## config.mk

```make
export PLATFORM = sky130hd
export DESIGN_NAME = sram_seq_ctrl
export DESIGN_NICKNAME = d
export VERILOG_FILES = /design/src/rtl/sram_seq_ctrl_pkg.sv /design/src/rtl/sram_seq_ctrl_btn_edge.sv /design/src/rtl/sram_seq_ctrl.sv
export SDC_FILE = /design/constraint.sdc
export NUM_CORES = 1
export LEC_CHECK = 0
export CAP_MARGIN = 5
export CORE_AREA = 2 2 93 95
export CTS_CLUSTER_SIZE = 40
export DETAILED_ROUTE_END_ITERATION = 7
export DIE_AREA = 0 0 95 97
export GPL_TIMING_DRIVEN = 0
export HOLD_SLACK_MARGIN = 0.15
export PLACE_DENSITY_LB_ADDON = 0.12
export SLEW_MARGIN = 40
export SYNTH_ARGS = -nofsm -noshare
export SYNTH_HDL_FRONTEND = slang
export SYNTH_SLANG_ARGS = --single-unit
```

## constraint.sdc

```tcl
create_clock -name clk -period 3.75 [get_ports clk]
set_clock_uncertainty 0.2 [all_clocks]
set_input_delay 1.125 -clock clk [delete_from_list [all_inputs] [get_ports clk]]
set_output_delay 1.125 -clock clk [all_outputs]
set_load 0.01 [all_outputs]
```

## src/rtl/sram_seq_ctrl_pkg.sv

```systemverilog
// Shared sizes and FSM state codes for the SRAM write/scan sequencer.
package sram_seq_ctrl_pkg;
  localparam int ADDR_W = 3;
  localparam int DATA_W = 8;
  localparam int DEPTH  = 8;

  typedef logic [2:0] state_t;
  localparam state_t ST_IDLE    = 3'd0;
  localparam state_t ST_WRITE   = 3'd1;
  localparam state_t ST_RD_ADDR = 3'd2;
  localparam state_t ST_RD_CAP  = 3'd3;
  localparam state_t ST_HOLD    = 3'd4;
endpackage

```

## src/rtl/sram_seq_ctrl_btn_edge.sv

```systemverilog
// Button synchroniser plus registered rising-edge pulse generator.
module btn_edge #(
  parameter int SYNC_STAGES = 2
) (
  input  logic clk,
  input  logic rst_n,
  input  logic i_btn,
  output logic o_pulse
);
  logic [SYNC_STAGES-1:0] r_sync;
  logic [SYNC_STAGES-1:0] r_fill;
  logic                   r_prev;
  logic                   r_armed;
  logic                   r_pulse;
  logic                   w_s;
  logic                   w_ready;

  assign w_s     = r_sync[SYNC_STAGES-1];
  assign w_ready = r_fill[SYNC_STAGES-1];
  assign o_pulse = r_pulse;

  // r_armed stays low until a settled low level is seen, so a button held
  // through reset release cannot fire until it is released and pressed again.
  always_ff @(posedge clk or negedge rst_n) begin
    if (!rst_n) begin
      r_sync  <= '0;
      r_fill  <= '0;
      r_prev  <= 1'b0;
      r_armed <= 1'b0;
      r_pulse <= 1'b0;
    end else begin
      r_sync[0] <= i_btn;
      r_fill[0] <= 1'b1;
      for (int i = 1; i < SYNC_STAGES; i++) begin
        r_sync[i] <= r_sync[i-1];
        r_fill[i] <= r_fill[i-1];
      end
      r_prev  <= w_s;
      r_armed <= r_armed | (w_ready & ~w_s);
      r_pulse <= r_armed & w_s & ~r_prev;
    end
  end
endmodule

```

## src/rtl/sram_seq_ctrl.sv

```systemverilog
// Button-driven sequencer: writes switch data to an 8x8 SRAM, scans it back to a display.
module sram_seq_ctrl
  import sram_seq_ctrl_pkg::*;
#(
  parameter int TICK_CYCLES = 100_000_000,
  parameter int SYNC_STAGES = 2
) (
  input  logic              clk,
  input  logic              rst_n,
  input  logic              btn_wr,
  input  logic              btn_scan,
  input  logic [DATA_W-1:0] sw_data,
  input  logic [DATA_W-1:0] mem_dout,
  output logic [ADDR_W-1:0] mem_addr,
  output logic [DATA_W-1:0] mem_din,
  output logic              mem_we,
  output logic              mem_isyi,
  output logic [ADDR_W-1:0] disp_addr,
  output logic [DATA_W-1:0] disp_data,
  output logic              disp_valid,
  output logic              busy
);
  localparam int CNT_W = $clog2(TICK_CYCLES) + 1;
  localparam logic [CNT_W-1:0] CNT_LAST = CNT_W'(TICK_CYCLES - 1);

  logic              w_wr_pulse;
  logic              w_scan_pulse;
  logic [ADDR_W-1:0] w_mem_addr;

  state_t            r_state;
  logic [ADDR_W-1:0] r_wr_ptr;
  logic [ADDR_W-1:0] r_scan_ptr;
  logic [CNT_W-1:0]  r_hold_cnt;
  logic [ADDR_W-1:0] r_addr_q;
  logic [ADDR_W-1:0] r_disp_addr;
  logic [DATA_W-1:0] r_disp_data;
  logic              r_disp_valid;

  btn_edge #(.SYNC_STAGES(SYNC_STAGES)) u_wr_edge (
    .clk(clk), .rst_n(rst_n), .i_btn(btn_wr), .o_pulse(w_wr_pulse)
  );

  btn_edge #(.SYNC_STAGES(SYNC_STAGES)) u_scan_edge (
    .clk(clk), .rst_n(rst_n), .i_btn(btn_scan), .o_pulse(w_scan_pulse)
  );

  // Strobes are decoded from state so a reset drops them immediately.
  always_comb begin
    w_mem_addr = r_addr_q;
    case (r_state)
      ST_WRITE:             w_mem_addr = r_wr_ptr;
      ST_RD_ADDR, ST_RD_CAP: w_mem_addr = r_scan_ptr;
      default:              w_mem_addr = r_addr_q;
    endcase
  end

  assign mem_addr   = w_mem_addr;
  assign mem_we     = (r_state == ST_WRITE);
  assign mem_din    = mem_we ? sw_data : '0;
  assign mem_isyi   = 1'b0;
  assign busy       = (r_state == ST_RD_ADDR) || (r_state == ST_RD_CAP) ||
                      (r_state == ST_HOLD);
  assign disp_addr  = r_disp_addr;
  assign disp_data  = r_disp_data;
  assign disp_valid = r_disp_valid;

  always_ff @(posedge clk or negedge rst_n) begin
    if (!rst_n) begin
      r_state      <= ST_IDLE;
      r_wr_ptr     <= '0;
      r_scan_ptr   <= '0;
      r_hold_cnt   <= '0;
      r_addr_q     <= '0;
      r_disp_addr  <= '0;
      r_disp_data  <= '0;
      r_disp_valid <= 1'b0;
    end else begin
      r_addr_q     <= w_mem_addr;
      r_disp_valid <= 1'b0;
      case (r_state)
        ST_IDLE: begin
          if (w_wr_pulse) begin
            r_state <= ST_WRITE;
          end else if (w_scan_pulse) begin
            r_scan_ptr <= '0;
            r_state    <= ST_RD_ADDR;
          end
        end
        ST_WRITE: begin
          r_wr_ptr <= r_wr_ptr + 1'b1;
          r_state  <= ST_IDLE;
        end
        ST_RD_ADDR: r_state <= ST_RD_CAP;
        ST_RD_CAP: begin
          r_disp_data  <= mem_dout;
          r_disp_addr  <= r_scan_ptr;
          r_disp_valid <= 1'b1;
          r_hold_cnt   <= '0;
          r_state      <= ST_HOLD;
        end
        ST_HOLD: begin
          if (r_hold_cnt == CNT_LAST) begin
            r_hold_cnt <= '0;
            if (r_scan_ptr == ADDR_W'(DEPTH - 1)) begin
              r_state <= ST_IDLE;
            end else begin
              r_scan_ptr <= r_scan_ptr + 1'b1;
              r_state    <= ST_RD_ADDR;
            end
          end else begin
            r_hold_cnt <= r_hold_cnt + 1'b1;
          end
        end
        default: r_state <= ST_IDLE;
      endcase
    end
  end
endmodule

```

==> results of run 1 <==
[worst max path at each step]
stage,start,to,cells past startpoint
floorplan,r_state[0],mem_din[0],5
global placement,rst_n,disp_data[6],1
detailed placement,sw_data[5],mem_din[5],3
CTS,r_state[1],mem_din[4],6
global route,r_state[1],mem_din[4],6
finish,r_state[0],busy,3
[routing by layer]
| metal | global-route usage (%) | wire (um) | share of wire, % | up-vias |
|---|---|---|---|---|
| met1 | 26.3 | 3660 | 47 | 1330 |
| met4 | 7.25 | 128 | 1.6 | 0 |
| met2 | 27.8 | 3650 | 47 | 90 |
| li1 | - | - | - | 1339 |
| met3 | 4.44 | 403 | 5.1 | 13 |
| met5 | 0 | 0 | 0 | - |
[worst register-to-register path: cells and delay by family, from the launching register on]
kind / cells / cell delay (ns)
flops: 1 / 0.43
compound gates: 1 / 0.10
fa+ha+maj: 1 / 0.28
simple gates: 4 / 1.69
[synthesized netlist by cell type, types with 3 or more instances]
library cell,number
a21oi_1,5
a22oi_1,3
a31oi_1,19
and2_1,8
and3_1,6
and4_1,4
clkbuf_1,14
dfrtp_1,64
ha_1,4
inv_1,14
mux2_2,3
mux2i_1,7
nand2_1,60
nand3_1,14
nand4_1,20
nor2_1,22
nor2b_1,10
nor3_1,5
nor4_1,5
o21ai_0,18
or4b_2,3
[per-stage QoR]
step / utilization (%) / instances
final: 49.1 / 508
after global placement: 46.4 / 493
after CTS: 49.1 / 509
after floorplan: - / 344
after detailed placement: 46.6 / 494
after global routing: 49.1 / 508
[power groups by stage]
| stage | Sequential (W) | Combinational, W | Clock (W) |
|---|---|---|---|
| finish | 0.000890 | 0.000832 | 0.000617 |
| global route | 0.000908 | 0.000926 | 0.000671 |
| CTS | 0.000889 | 0.000844 | 0.000632 |
| detailed placement | 0.000890 | 0.000857 | 0 |
| global placement | 0.000888 | 0.000843 | 0 |
| floorplan | 0.000893 | 0.000458 | 0 |
[cell families (layout without fill, tap and decap cells)]
family,count (synthesis),in the layout,share of synthesized area (%)
adder cells (fa/ha/maj),4,4,1.56
AND/OR/NAND/NOR,169,169,27.8
AO/OA/AOI/OAI,60,60,11.9
XOR/XNOR,3,3,0.821
multiplexers,10,10,3.24
other,2,2,0.235
buffers and inverters,32,91,4.38
flip-flops,64,64,50.0
[repair_timing]
item	4_1_cts	5_1_grt
hold buffers	0	0
gates resized for setup	1	3
setup endpoints to repair	10	9
endpoints found under the hold margin	0	0
[cell type report]
cell class | instances | area [sq um]
plain buffers | 16 | 82.6
fillers | 765 | 4140
multi-input cells | 248 | 1460
flip-flops and latches | 64 | 1600
repair buffers | 45 | 458
clock inverters | 6 | 68.8
inverters | 14 | 52.6
well taps | 105 | 131
clock buffers | 10 | 138
[state kept, by name, indices dropped and copies added, names as in the netlist]
| signal | count |
|---|---|
| r_addr_q | 3 |
| u_scan_edge.r_prev | 1 |
| u_wr_edge.o_pulse | 1 |
| disp_data | 8 |
| u_scan_edge.r_armed | 1 |
| u_wr_edge.r_sync | 2 |
| r_scan_ptr | 3 |
| u_scan_edge.r_fill | 2 |
| r_wr_ptr | 3 |
| disp_addr | 3 |
| u_wr_edge.r_armed | 1 |
| u_wr_edge.r_prev | 1 |
| r_hold_cnt | 28 |
| r_state | 3 |
| disp_valid | 1 |
| u_scan_edge.o_pulse | 1 |
| u_scan_edge.r_sync | 2 |
==> results.sh, run 1 <==
export IMPL_cp_num_buf_inv=1
export IMPL_p_clk_share_pct=26.4
export IMPL_synth_cells=344
export IMPL_endpoint_kind="output pin"
export IMPL_critPathLaunchType="register"
export IMPL_status="finished clean"
export IMPL_fmax_ghz=0.281
export IMPL_max_stage_delay_ns=0.67
export IMPL_total_power_w=0.00234
export IMPL_worst_pin_slew_ns=0.771
export IMPL_syn_avg_cell_area_sq_um=9.30
export IMPL_clockBufferDepth=2
export IMPL_die_area_sq_um=9220
export IMPL_whs_ns=0.151
export IMPL_dieHeight_um=97
export IMPL_final_cell_mix="dfrtp_1, nand2_1, clkdlybuf4s50_1"
export IMPL_rsz0062_at_grt="no"
export IMPL_postSynth_asyncResetShare_pct=100
export IMPL_cts_sink_count=64
export IMPL_viasPerCell=5.46
export IMPL_initial_core_util_pct=39.3
export IMPL_hold_class="register to register"
export IMPL_grt_max_degree=40
export IMPL_peakVddDrop_uv=292
export IMPL_crit_family="simple AND/OR/NAND/NOR gates"
export IMPL_internal_power_w=0.00151
export IMPL_post_cts_buffers=0
export IMPL_hold_end="u_scan_edge.r_sync[1]"
export IMPL_relSlewSlack_pct=48.2
export IMPL_drtIter0Drc=145
export IMPL_syn_to_final_growth_pct=24.8
export IMPL_syn_area_sq_um=3200
export IMPL_worst_r2r_setup_slack_ns=0.98
export IMPL_path_clk_slew_ns=0.07
export IMPL_switching_share_pct=35.5
export IMPL_synth_edf_count=0
export IMPL_slew_violations=0
export IMPL_final_area_sq_um=3990
export IMPL_grt_pass1_wl_mm=13.4
export IMPL_cp_required_ns=2.42
export IMPL_gp_congestion=0.903
export IMPL_gr_total_overflow=0
export IMPL_clock_tree_root_cell="clkbuf_8"
export IMPL_critPathArrivalTime_ns=2.23
export IMPL_p_comb_share_pct=35.6
export IMPL_yosysTopAreaCell="dfrtp_1"
export IMPL_setup_violations_final=0
export IMPL_crit_type="register to output pin"
export IMPL_routed_wl_mm=7.84
export IMPL_hp_start="u_scan_edge.r_sync[0]"
export IMPL_cts_htree_levels=3
export IMPL_insertion_delay_ns=0.35
export IMPL_drc=0
export IMPL_drive_above_1_share_pct=9.18
export IMPL_finalCritPeriodShare_pct=94.9
export IMPL_pre_cts_ws_ns=0.199
export IMPL_finalCriticalPeriod_ns=3.56
export IMPL_hold_viol_final=0
export IMPL_yosys_warnings=0
export IMPL_crit_path_top_delay_cell="or3b_1"
export IMPL_rr_worst_depth=6
export IMPL_ys_top_cells_by_area="dfrtp_1, nand2_1, nand4_1, a31oi_1, o21ai_0"
export IMPL_placed_cell_area_sq_um=3790
export IMPL_r2r_start="r_hold_cnt[0]"
export IMPL_synth_top_cell_area_share_pct=50.0
export IMPL_power_leakage_nw=1.70
export IMPL_drv_cap=0
export IMPL_pin_count=46
export IMPL_diodes=0
export IMPL_reg2reg_to="r_hold_cnt[16]"
export IMPL_cts_tree="built"
export IMPL_post_drt_wl_per_cell_um=15.4
export IMPL_grt_pass1_vias=2691
export IMPL_port_buffers=44
export IMPL_mostFrequentLayoutCell="dfrtp_1"
export IMPL_seq_power_share_pct=38.1
export IMPL_p_sw_w=0.000830
export IMPL_nets=422
export IMPL_antenna_left=0
export IMPL_die_x_um=95
export IMPL_grtUsageTotal_pct=18.7
export IMPL_synth_seq_cells=64
export IMPL_antenna_found_initial=0
export IMPL_firstDrtPassIters=6
export IMPL_fin_ws_ns=0.192
export IMPL_hold_depth=0
export IMPL_syn_num_nets=368
export IMPL_dp_hpwl_mm=5.63
export IMPL_rows=33
export IMPL_crit_chain="or3b_1, nand2b_1, clkdlybuf4s50_1"
export IMPL_crit_fanout=15
export IMPL_core_sq_um=8130
export IMPL_power_density_nw_per_um2=586
export IMPL_tns_ns=0
export IMPL_cts_inserted_buffers=9
export IMPL_synth_seq_area_share_pct=50.0
export IMPL_vias=2772
export IMPL_synthDistinctLibCells=50
export IMPL_ys_flop_type="dfrtp_1"
No activity file was read; power rests on OpenSTA's default activity.
==> run 2: changes to the inputs <==
SETUP_SLACK_MARGIN = 0.1   (was default)
==> results.sh, run 2 (synthesis results as in run 1) <==
export IMPL_fmax_ghz=0.282
export IMPL_crit_type="input port to output pin"
export IMPL_grt_pass1_vias=2702
export IMPL_fillers=768
export IMPL_insertion_delay_ns=0.35
export IMPL_critPathArrivalTime_ns=2.22
export IMPL_status="finished clean"
export IMPL_nets=424
export IMPL_power_density_nw_per_um2=589
export IMPL_largest_register_ffs=28
export IMPL_worst_pin_slew_ns=0.768
export IMPL_dp_cells=494
export IMPL_multi_input_area_sq_um=1470
export IMPL_slew_violations=0
export IMPL_gr_total_overflow=0
export IMPL_rows=33
export IMPL_dieHeight_um=97
export IMPL_antenna_left=0
export IMPL_core_sq_um=8130
export IMPL_gp_congestion=0.903
export IMPL_post_drt_wl_per_cell_um=15.6
export IMPL_peakVddDrop_uv=294
export IMPL_initial_core_util_pct=39.3
export IMPL_grtUsageTotal_pct=18.8
export IMPL_pre_cts_ws_ns=0.199
export IMPL_cts_sink_count=64
export IMPL_finalNonFillerCells=510
export IMPL_internal_power_w=0.00153
export IMPL_die_x_um=95
export IMPL_drv_cap=0
export IMPL_p_comb_share_pct=36.6
export IMPL_antenna_found_initial=0
export IMPL_cts_tree="built"
export IMPL_ctsHoldBuffers=0
export IMPL_finalCritPeriodShare_pct=94.5
export IMPL_power_leakage_nw=1.72
export IMPL_fin_ws_ns=0.205
export IMPL_seq_power_share_pct=37.2
export IMPL_finalCriticalPeriod_ns=3.55
export IMPL_tns_ns=0
export IMPL_port_buffers=44
export IMPL_clockBufferDepth=2
export IMPL_endpoint_kind="output pin"
export IMPL_drc=0
export IMPL_grt_pass1_wl_mm=13.5
export IMPL_routed_wl_mm=7.95
export IMPL_final_seq_area_sq_um=1600
export IMPL_diodes=0
export IMPL_syn_to_final_growth_pct=25.5
export IMPL_p_sw_w=0.000839
export IMPL_dp_hpwl_mm=5.63
export IMPL_drtIter0Drc=148
export IMPL_grt_max_degree=40
export IMPL_vias=2784
export IMPL_switching_share_pct=35.4
export IMPL_relSlewSlack_pct=48.3
export IMPL_path_clk_slew_ns=0.07
export IMPL_die_area_sq_um=9220
export IMPL_clock_tree_root_cell="clkbuf_8"
export IMPL_pin_count=46
export IMPL_hold_class="register to register"
export IMPL_regMostFlops="r_hold_cnt"
export IMPL_crit_chain="clkdlybuf4s50_1, and2_1, clkdlybuf4s50_1"
export IMPL_firstDrtPassIters=6
export IMPL_mostFrequentLayoutCell="dfrtp_1"
export IMPL_crit_fanout=1
export IMPL_cp_required_ns=2.42
export IMPL_path_common_cell="clkdlybuf4s50_1"
export IMPL_final_cell_mix="dfrtp_1, nand2_1, clkdlybuf4s50_1"
export IMPL_hold_viol_final=0
export IMPL_drive_above_1_share_pct=9.88
export IMPL_rsz0062_at_grt="yes"
export IMPL_max_stage_delay_ns=0.52
export IMPL_whs_ns=0.151
export IMPL_setup_violations_final=0
export IMPL_p_clk_share_pct=26.2
export IMPL_crit_path_top_delay_cell="clkdlybuf4s50_1"
export IMPL_viasPerCell=5.46
export IMPL_cts_htree_levels=3
export IMPL_critPathLaunchType="input port"
export IMPL_cts_inserted_buffers=9
-- run 2: cell types whose count changed in the layout (fill, tap and decap cells not counted) --
| cell | previous run | this run |
|---|---|---|
| clkbuf_4 | 0 | 2 |
| nor2b_2 | 1 | 0 |
| nor2b_4 | 0 | 1 |
| or3b_1 | 1 | 0 |
| or3b_4 | 0 | 1 |
-- run 2: final timing paths --
kind	start	to	slack, ns	cells past startpoint
setup / recovery	sw_data[7]	mem_din[7]	0.20	3
hold / removal	u_scan_edge.r_sync[0]	u_scan_edge.r_sync[1]	0.15	0
max in group asynchronous	rst_n	disp_data[1]	2.30	2
setup reg to reg	r_hold_cnt[0]	r_hold_cnt[16]	0.96	6
hold reg to reg	u_scan_edge.r_sync[0]	u_scan_edge.r_sync[1]	0.15	0
min in group asynchronous	rst_n	r_hold_cnt[10]	0.54	1
-- run 2: timing repair --
action,in CTS,in global routing
gates resized for setup,5,6
setup buffers,0,0
setup endpoints to repair,10,10
-- run 2: stage by stage --
step	power, W	cell area, sq um	util [%]
CTS	0.00238	4010	49.2
floorplan	0.00135	3200	-
global placement	0.00173	3770	46.4
finish	0.00237	4020	49.4
global route	0.00253	4020	49.4
detailed placement	0.00175	3790	46.6
-- run 2: metal layers --
metal  routed length, um  track usage (%)
met1                3710             26.3
met2                3690             28.0
met3                 420             4.44
met4                 126             7.25
met5                   0                0
-- run 2: layout make-up --
type                       count  area share [%]
buffer                        18            2.43
clock inverter                 6            1.71
inverter                      14            1.31
tap                          105            3.27
clock buffer                  10            3.43
timing repair buffer          45            11.4
sequential                    64            39.9
multi-input combinational    248            36.6
-- run 2: worst max-delay path, delay by kind of cell --
kind | cells | cell delay (ns)
simple gates | 1 | 0.11
buf+inv | 2 | 0.98
-- run 2: power by group through the flow --
stage / Sequential, W / Clock (W) / Combinational (W)
after global routing: 0.000896 / 0.000671 / 0.000963
final: 0.000880 / 0.000621 / 0.000867
after floorplan: 0.000893 / 0 / 0.000458
after global placement: 0.000888 / 0 / 0.000843
after CTS: 0.000878 / 0.000632 / 0.000867
after detailed placement: 0.000890 / 0 / 0.000857
==> run 3: changes to the inputs <==
REMOVE_ABC_BUFFERS = 1   (was default)
==> results.sh, run 3 (synthesis results as in run 1) <==
export IMPL_status="finished clean"
export IMPL_nets=408
export IMPL_diodes=0
export IMPL_grt_max_degree=34
export IMPL_cp_required_ns=2.42
export IMPL_initial_core_util_pct=39.3
export IMPL_largest_register_ffs=28
export IMPL_finalNonFillerCells=494
export IMPL_viasPerCell=5.37
export IMPL_crit_fanout=1
export IMPL_core_sq_um=8130
export IMPL_ctsHoldBuffers=0
export IMPL_grt_pass1_vias=2658
export IMPL_slew_violations=0
export IMPL_total_power_w=0.00239
export IMPL_gr_total_overflow=0
export IMPL_final_cell_mix="dfrtp_1, nand2_1, clkdlybuf4s50_1"
export IMPL_mostFrequentLayoutCell="dfrtp_1"
export IMPL_fin_util_pct=48.8
export IMPL_clock_tree_root_cell="clkbuf_8"
export IMPL_tns_ns=0
export IMPL_power_leakage_nw=1.68
export IMPL_finalCriticalPeriod_ns=3.55
export IMPL_crit_type="input port to output pin"
export IMPL_peakVddDrop_uv=190
export IMPL_fmax_ghz=0.282
export IMPL_relSlewSlack_pct=48.9
export IMPL_drive_above_1_share_pct=9.25
export IMPL_dieHeight_um=97
export IMPL_cts_inserted_buffers=9
export IMPL_finalCritPeriodShare_pct=94.6
export IMPL_grtUsageTotal_pct=16.9
export IMPL_cts_htree_levels=3
export IMPL_die_area_sq_um=9220
export IMPL_drtIter0Drc=159
export IMPL_post_cts_buffers=0
export IMPL_dp_cells=478
export IMPL_post_drt_wl_per_cell_um=14.6
export IMPL_endpoint_kind="output pin"
export IMPL_power_density_nw_per_um2=600
export IMPL_hold_viol_final=0
export IMPL_worst_pin_slew_ns=0.763
export IMPL_whs_ns=0.150
export IMPL_critPathArrivalTime_ns=2.22
export IMPL_clockBufferDepth=2
export IMPL_drv_cap=0
export IMPL_vias=2655
export IMPL_cts_sink_count=64
export IMPL_regMostFlops="r_hold_cnt"
export IMPL_cts_resized=2
export IMPL_antenna_left=0
export IMPL_fillers=763
export IMPL_cts_tree="built"
export IMPL_hold_class="register to register"
export IMPL_port_buffers=44
export IMPL_grt_pass1_wl_mm=12.5
export IMPL_pin_count=46
export IMPL_rsz0062_at_grt="no"
export IMPL_die_x_um=95
export IMPL_setup_violations_final=0
export IMPL_rows=33
export IMPL_gp_congestion=0.849
export IMPL_routed_wl_mm=7.21
export IMPL_firstDrtPassIters=4
export IMPL_dp_hpwl_mm=4.96
export IMPL_drc=0
export IMPL_path_clk_slew_ns=0.07
export IMPL_syn_to_final_growth_pct=24.1
export IMPL_antenna_found_initial=0
export IMPL_critPathLaunchType="input port"
export IMPL_insertion_delay_ns=0.34
run 3: where the power goes:
part           switching (W)  internal, W
clock network       0.000272     0.000392
logic               0.000411     0.000390
registers           0.000122     0.000800
total               0.000804      0.00158
run 3: path summary, 6_finish.rpt:
| kind | end | cells after the start | slack, ns | start |
|---|---|---|---|---|
| min in group asynchronous | r_wr_ptr[1] | 1 | 0.52 | rst_n |
| max in group asynchronous | r_state[2] | 2 | 2.30 | rst_n |
| setup / recovery | mem_din[3] | 3 | 0.20 | sw_data[3] |
| hold reg to reg | u_wr_edge.r_sync[1] | 0 | 0.15 | u_wr_edge.r_sync[0] |
| hold / removal | u_wr_edge.r_sync[1] | 0 | 0.15 | u_wr_edge.r_sync[0] |
| setup reg to reg | r_hold_cnt[13] | 6 | 1.06 | r_hold_cnt[0] |
run 3: area by class of cell:
type,count,area [sq um],area share [%]
Clock buffer,11,141,3.56
Clock inverter,5,80.1,2.02
Inverter,14,52.6,1.32
Sequential cell,64,1600,40.3
Timing Repair Buffer,47,477,12.0
Multi-Input combinational cell,248,1490,37.4
Tap cell,105,131,3.31
run 3: metrics by stage:
step	instance area, sq um	setup slack (ns)
6_report	3970	0.203
3_3_place_gp	3680	-0.873
5_1_grt	3970	0.152
3_5_place_dp	3740	0.197
2_1_floorplan	3110	0.762
4_1_cts	3970	0.154
run 3: worst max-delay path, stage by stage:
cell and delay (ns):
clkdlybuf4s50_1 0.46, and2_1 0.11, clkdlybuf4s50_1 0.53
run 3: metal layers:
metal / routed length, um / global-route usage (%)
met1: 3500 / 22.6
met2: 3350 / 26.9
met3: 269 / 3.82
met4: 91 / 5.46
met5: 0 / 0
